**config.mk**
```make
export PLATFORM = sky130hd
export DESIGN_NAME = gcd_unit
export DESIGN_NICKNAME = d
export VERILOG_FILES = /design/src/rtl/gcd_pkg.sv /design/src/rtl/gcd_datapath.sv /design/src/rtl/gcd_unit.sv
export SDC_FILE = /design/constraint.sdc
export NUM_CORES = 1
export LEC_CHECK = 0
export ABC_AREA = 1
export BUFFER_PORTS_ARGS = -buffer_cell sky130_fd_sc_hd__clkbuf_2
export CORE_MARGIN = 8
export CORE_UTILIZATION = 59
export DETAILED_ROUTE_END_ITERATION = 16
export PLACE_DENSITY_LB_ADDON = 0.08
export SLEW_MARGIN = 20
export SYNTH_ARGS = -nofsm -noshare
export SYNTH_HDL_FRONTEND = slang
export SYNTH_SLANG_ARGS = --single-unit
```
**constraint.sdc**
```tcl
create_clock -name CLK -period 4.22 [get_ports CLK]
set_input_delay 0.422 -clock CLK [delete_from_list [all_inputs] [get_ports CLK]]
set_output_delay 0.422 -clock CLK [all_outputs]
set_load 0.02 [all_outputs]
```
**src/rtl/gcd_pkg.sv**
```systemverilog
// Shared definitions for the gcd_unit engine: state encoding and default width.
package gcd_pkg;

  localparam int GCD_W_DEFAULT = 8;

  typedef enum logic [1:0] {
    ST_IDLE = 2'b00,
    ST_CALC = 2'b01,
    ST_DONE = 2'b10
  } gcd_state_t;

endpackage

```
**src/rtl/gcd_datapath.sv**
```systemverilog
// Operand registers plus compare/subtract/zero-detect for the iterative GCD.
// One load, swap or subtract is applied per clock, as selected by the FSM.
module gcd_datapath
  import gcd_pkg::*;
#(
  parameter int W = GCD_W_DEFAULT
) (
  input  logic         CLK,
  input  logic         CLR,
  input  logic         i_load,
  input  logic         i_swap,
  input  logic         i_sub,
  input  logic [W-1:0] i_a,
  input  logic [W-1:0] i_b,
  output logic [W-1:0] o_a,
  output logic         o_b_zero,
  output logic         o_a_lt_b
);

  logic [W-1:0] r_a;
  logic [W-1:0] r_b;
  logic [W-1:0] w_diff;

  // Only used when r_a >= r_b, so the W-bit difference never wraps.
  assign w_diff   = r_a - r_b;
  assign o_a_lt_b = (r_a < r_b);
  assign o_b_zero = (r_b == '0);
  assign o_a      = r_a;

  always_ff @(posedge CLK or posedge CLR) begin
    if (CLR) begin
      r_a <= '0;
      r_b <= '0;
    end else if (i_load) begin
      r_a <= i_a;
      r_b <= i_b;
    end else if (i_swap) begin
      r_a <= r_b;
      r_b <= r_a;
    end else if (i_sub) begin
      r_a <= w_diff;
    end
  end

endmodule

```
**src/rtl/gcd_unit.sv**
```systemverilog
// Iterative subtract-or-swap GCD engine with valid/ready handshakes.
// Handshake outputs decode from the state register only.
module gcd_unit
  import gcd_pkg::*;
#(
  parameter int W = GCD_W_DEFAULT
) (
  input  logic         CLK,
  input  logic         CLR,
  input  logic         IN_VALID,
  output logic         IN_READY,
  input  logic [W-1:0] A_IN,
  input  logic [W-1:0] B_IN,
  output logic         OUT_VALID,
  input  logic         OUT_READY,
  output logic [W-1:0] RESULT
);

  gcd_state_t r_state;
  gcd_state_t w_state_next;
  logic       w_load;
  logic       w_swap;
  logic       w_sub;
  logic       w_b_zero;
  logic       w_a_lt_b;

  always_ff @(posedge CLK or posedge CLR) begin
    if (CLR) r_state <= ST_IDLE;
    else     r_state <= w_state_next;
  end

  always_comb begin
    w_state_next = r_state;
    w_load       = 1'b0;
    w_swap       = 1'b0;
    w_sub        = 1'b0;
    case (r_state)
      ST_IDLE: begin
        if (IN_VALID) begin
          w_load       = 1'b1;
          w_state_next = ST_CALC;
        end
      end
      ST_CALC: begin
        if (w_b_zero)      w_state_next = ST_DONE;
        else if (w_a_lt_b) w_swap = 1'b1;
        else               w_sub  = 1'b1;
      end
      ST_DONE: begin
        if (OUT_READY) w_state_next = ST_IDLE;
      end
      // The unused 2'b11 code recovers to IDLE on the next edge.
      default: w_state_next = ST_IDLE;
    endcase
  end

  assign IN_READY  = (r_state == ST_IDLE);
  assign OUT_VALID = (r_state == ST_DONE);

  gcd_datapath #(.W(W)) u_datapath (
    .CLK      (CLK),
    .CLR      (CLR),
    .i_load   (w_load),
    .i_swap   (w_swap),
    .i_sub    (w_sub),
    .i_a      (A_IN),
    .i_b      (B_IN),
    .o_a      (RESULT),
    .o_b_zero (w_b_zero),
    .o_a_lt_b (w_a_lt_b)
  );

endmodule

```
==> key figures, run 1 <==
Status
  – Status: finished, final reports clean

STA
  – RSZ-0062 raised after global routing: no
  – Fmax: 434 MHz
  – Final WS setup: 1.91 ns
  – Pins Over Slew Limit: 0
  – Relative slew slack: 33.0%
  – Worst slew pin tran: 1.00 ns
  – Final Cycle Share: 54.7%
  – Final setup vio count: 0
  – Clk_skew: 0.00434 ns
  – Final hold vios: 0
  – Min Tclk post-route: 2.31 ns
  – TNS Setup: 0 ns

Floorplanning
  – Core footprint: 0.00243 mm2
  – Initial Util: 61.4%
  – Die area: 0.00440 mm2
  – Row cnt: 18
  – I/O Pins: 30
  – Die Y-Extent: 66.3 um
  – DIE WIDTH: 66.3 um

Critical path
  – WS Path Type: flop to flop
  – Startpoint types: flop
  – Crit. End Element: flop
  – Cell family with most CP delay: simple AND/OR/NAND/NOR gates
  – Worst path slowest cell: nand2_1
  – CP most frequent cell: inv_1
  – Crit path buf inv count: 2
  – Cell Chain, Critical Path: nor2_1, nand2_1, inv_1, nor2_4, inv_1, o21ai_0
  – CP max FO: 29
  – CP max stage delay: 0.73 ns
  – CP required: 4.44 ns
  – Crit path DAT: 2.53 ns

Detailed routing
  – Routed vias: 1404
  – WL/cell: 13.5 um
  – Via density: 5.32
  – Router iterations before antenna repair: 4
  – Initial DRC count: 101
  – Detailed Route WL: 3.56 mm
  – # DRC: 0
  – Final ANT Viol Nets: 0

Layout
  – Layout area overhead: 10.4%
  – Utilization after layout: 67.7%
  – Commonest cells after routing, fill and taps aside: nand2_1 (54), inv_1 (29), clkbuf_2 (29)
  – Layout cells sized above 1: 24.8%
  – Ant diodes: 0
  – Commonest non-fill, non-tap cell in the layout: nand2_1
  – Nets: 265
  – Finished Cell Area: 0.00165 mm2

Clock network
  – Total CTS buffers: 3
  – Post-CTS Hold Buffers: 0
  – H-tree depth: 1
  – CTS tree: built
  – CTS root buf: clkbuf_4
  – Clock Latency Late Sink: 0.30 ns
  – Post-CTS setup buffer count: 0
  – Post-CTS sizing: 0
  – Clock tree buffer depth: 2
  – Clock slew at reported path FFs: 0.10 ns
  – # clock sinks: 18

Global route
  – Largest net degree at the start of global routing: 30
  – Total grt overflow: 0
  – Vias in the first global route: 1361
  – GRT Resource Usage Total: 17.7%
  – Antenna violations before repair: 0
  – First-pass GRT wire length: 6.08 mm

Synth
  – Avg Cell Area, Syn: 7.18 um2
  – Synth warn: 0
  – #FFs+latches synth: 18
  – Register area share after synthesis: 30.2%
  – Yosys cell types: 27
  – Mapped Area: 0.00149 mm2
  – Post-synthesis cell count: 208
  – Post-synth net total: 237

Placement
  – Input/output buffers: 29
  – Placer Congestion: 0.852
  – DP Worst Slack: 1.87 ns
  – Hpwl dp: 2.82 mm
  – DP Area: 0.00163 mm2

Min path
  – HP Class: input pin to async pin

Flow run
  – Max-cap violation count: 0
## final cells by class
type | instances | area, um2
multi-input combinational | 154 | 880
fill | 218 | 785
sequential | 18 | 450
timing repair buffer | 29 | 145
inverter | 30 | 113
tap | 30 | 37.5
clock buffer | 3 | 22.5
## registers in the layout, summed over array words and instances, names as in the netlist
signal	count
u_datapath.o_a	8
u_datapath.r_b	8
r_state	2
## worst register-to-register path, delay by kind of cell, from the launching register on
| kind | cells | cell delay, ns |
|---|---|---|
| simple gates | 3 | 1.19 |
| buf+inv | 2 | 0.47 |
| flops | 1 | 0.38 |
| compound gates | 1 | 0.18 |
## cell usage after synthesis, drive strengths merged
| cell | n | area [um2] |
|---|---|---|
| nand2 | 59 | 239 |
| inv | 30 | 113 |
| nor2 | 29 | 121 |
| dfrtp | 18 | 450 |
| nand3 | 15 | 87.6 |
| o21ai | 11 | 81.3 |
| nand4 | 9 | 56.3 |
| ha | 8 | 100 |
| o211ai | 7 | 57.6 |
| buf | 6 | 50.0 |
| a21oi | 5 | 43.8 |
| or2 | 5 | 31.3 |
| xor2 | 3 | 26.3 |
| nand3b | 2 | 15.0 |
| fa | 1 | 20.0 |
## path summary, 6_finish.rpt
path                                    from           endpoint  slack (ns)  depth (start not counted)
setup / recovery                  r_state[0]  u_datapath.o_a[0]        1.91                          6
hold / removal                           CLR  u_datapath.o_a[7]        0.20                          2
setup reg to reg                  r_state[0]  u_datapath.o_a[0]        1.91                          6
hold reg to reg            u_datapath.o_a[6]  u_datapath.o_a[6]        0.55                          2
max in group asynchronous                CLR  u_datapath.r_b[2]        3.57                          2
min in group CLK                   OUT_READY         r_state[1]        0.38                          4
## per-layer routing
metal  vias to the layer above  track usage, %  wire length, um
li1                        723               -                -
met1                       637            23.6             1740
met2                        39            27.4             1620
met3                         5            3.39              142
met4                         0            6.93               49
met5                         -               0                0
## stage by stage
| step | hold WS (ns) | instances |
|---|---|---|
| finish | 0.196 | 264 |
| global route | 0.257 | 264 |
| CTS | 0.217 | 264 |
| detailed placement | 0.521 | 261 |
| global placement | 0.523 | 261 |
| floorplan | 0.361 | 208 |
## kinds of logic after synthesis
family	share of synthesized area, %
compound gates	12.2
fa+ha+maj	8.05
simple gates	36.9
flops	30.2
xor+xnor	1.76
buf+inv	10.9
Power of run 1 is not shown: default switching activity piles up to over one toggle a cycle in this logic, so the estimate is an artifact.
==> run 2, diff against run 1 <==
Settings changed: CORE_UTILIZATION 59 to 55.
Clock period 4.22 ns to 2.2 ns, I/O delays scaled along.
==> key figures, run 2 (synthesized netlist as in run 1, its figures left out) <==
Status
  – Status: finished with violations
  – Failing checks: hold timing

Detailed routing
  – Final ANT Viol Nets: 0
  – Router iterations before antenna repair: 4
  – WL/cell: 14.4 um
  – Via density: 5.42
  – Initial DRC count: 73
  – Detailed Route WL: 3.99 mm
  – Routed vias: 1502
  – # DRC: 0

STA
  – Worst slew pin tran: 0.719 ns
  – Final WS setup: 0.159 ns
  – Min Tclk post-route: 2.04 ns
  – TNS Setup: 0 ns
  – Final Cycle Share: 92.8%
  – Relative slew slack: 52.0%
  – Worst hold margin: -0.0115 ns
  – Pins Over Slew Limit: 0
  – RSZ-0062 raised after global routing: no
  – Fmax: 490 MHz
  – Final setup vio count: 0
  – Clk_skew: 0.00841 ns
  – Final hold vios: 12

Global route
  – First-pass GRT wire length: 6.39 mm
  – Antenna violations before repair: 0
  – Largest net degree at the start of global routing: 19
  – Vias in the first global route: 1442
  – Total grt overflow: 0
  – GRT Resource Usage Total: 17.7%

Layout
  – Area occupied by multi-input gates: 906 um2
  – Layout fillers: 249
  – Commonest non-fill, non-tap cell in the layout: nand2_1
  – Nets: 276
  – Ant diodes: 0
  – Layout cells sized above 1: 29.3%
  – Commonest cells after routing, fill and taps aside: nand2_1 (54), inv_1 (29), clkbuf_2 (29)
  – Layout area overhead: 18.2%
  – Seq. cell area: 450 um2

Critical path
  – CP endpoint: u_datapath.r_b[7]
  – Cell Chain, Critical Path: inv_1, ha_1, inv_1, fa_2, nand3_1, nand2_2, nand2_2, nand3_4, nand2_8, buf_4, o21ai_2
  – Setup crit start: u_datapath.o_a[0]
  – Startpoint types: flop
  – Cell family with most CP delay: simple AND/OR/NAND/NOR gates
  – WS Path Type: flop to flop
  – CP max FO: 16
  – Worst path slowest cell: dfrtp_1
  – Worst path depth: 11
  – Reg2reg end: u_datapath.r_b[7]
  – Crit path DAT: 2.24 ns
  – Reg2Reg Setup Slack: 0.16 ns
  – R2R Path Start: u_datapath.o_a[0]
  – Crit. End Element: flop
  – CP max stage delay: 0.40 ns
  – Crit path buf inv count: 3
  – R2R depth: 11
  – CP required: 2.40 ns

Flow run
  – Max-cap violation count: 0

Clock network
  – # clock sinks: 18
  – CTS root buf: clkbuf_4
  – H-tree depth: 1
  – Clock slew at reported path FFs: 0.12 ns
  – Post-CTS Hold Buffers: 0
  – Clock Latency Late Sink: 0.31 ns
  – Clock tree buffer depth: 2
  – Total CTS buffers: 3
  – CTS tree: built

Floorplanning
  – I/O Pins: 30
  – Die Y-Extent: 68.1 um
  – Row cnt: 19
  – Die area: 0.00464 mm2
  – DIE WIDTH: 68.1 um
  – Initial Util: 56.1%
  – Core footprint: 0.00266 mm2

Placement
  – Hpwl dp: 2.96 mm
  – DP Worst Slack: 0.0601 ns
  – Input/output buffers: 29
  – Placer Congestion: 0.858

Min path
  – HP Class: input pin to async pin
==> run 2: worst min-delay path by stage <==
stage               startpoint           endpoint  slack [ns]  cells past startpoint
floorplan                  CLR         r_state[0]        0.16                      1
global placement           CLR         r_state[0]        0.35                      2
detailed placement         CLR         r_state[0]        0.35                      2
CTS                        CLR  u_datapath.r_b[3]       0.006                      2
global route               CLR  u_datapath.r_b[1]        0.06                      2
finish                     CLR  u_datapath.r_b[1]       -0.01                      2
==> run 2: cell type report <==
type | instances | share of cell area (%)
inverter | 30 | 6.38
tap | 31 | 2.20
sequential | 18 | 25.5
multi-input combinational | 155 | 51.3
clock buffer | 4 | 2.06
timing repair buffer | 39 | 12.5
==> run 2: metrics by stage <==
stage | instance area (um2) | std cells | hold slack, ns | util (%)
detailed placement | 1660 | 266 | 0.346 | 62.2
floorplan | 1490 | 208 | 0.159 | -
global route | 1760 | 277 | 0.0598 | 66.3
finish | 1760 | 277 | -0.0115 | 66.3
global placement | 1660 | 266 | 0.347 | 62.2
CTS | 1690 | 270 | 0.00613 | 63.6
==> run 2: worst reg2reg max path: stages (launching register included) <==
cell and delay [ns]:
dfrtp_1 0.40, inv_1 0.10, ha_1 0.16, inv_1 0.08
fa_2 0.37, nand3_1 0.11, nand2_2 0.08, nand2_2 0.11
nand3_4 0.14, nand2_8 0.21, buf_4 0.13, o21ai_2 0.04
==> run 2: per-layer routing <==
| layer | GRT usage (%) | wire length, um | vias to the layer above |
|---|---|---|---|
| li1 | - | - | 747 |
| met1 | 21.6 | 1700 | 704 |
| met2 | 31.4 | 2080 | 42 |
| met3 | 2.13 | 144 | 9 |
| met4 | 6.14 | 65 | 0 |
| met5 | 0 | 0 | - |
==> run 2: repair_timing <==
item,CTS,global route
setup buffers,0,6
gates resized for setup,0,3
setup endpoints to repair,0,10
Power of run 2 is left out for the same reason.
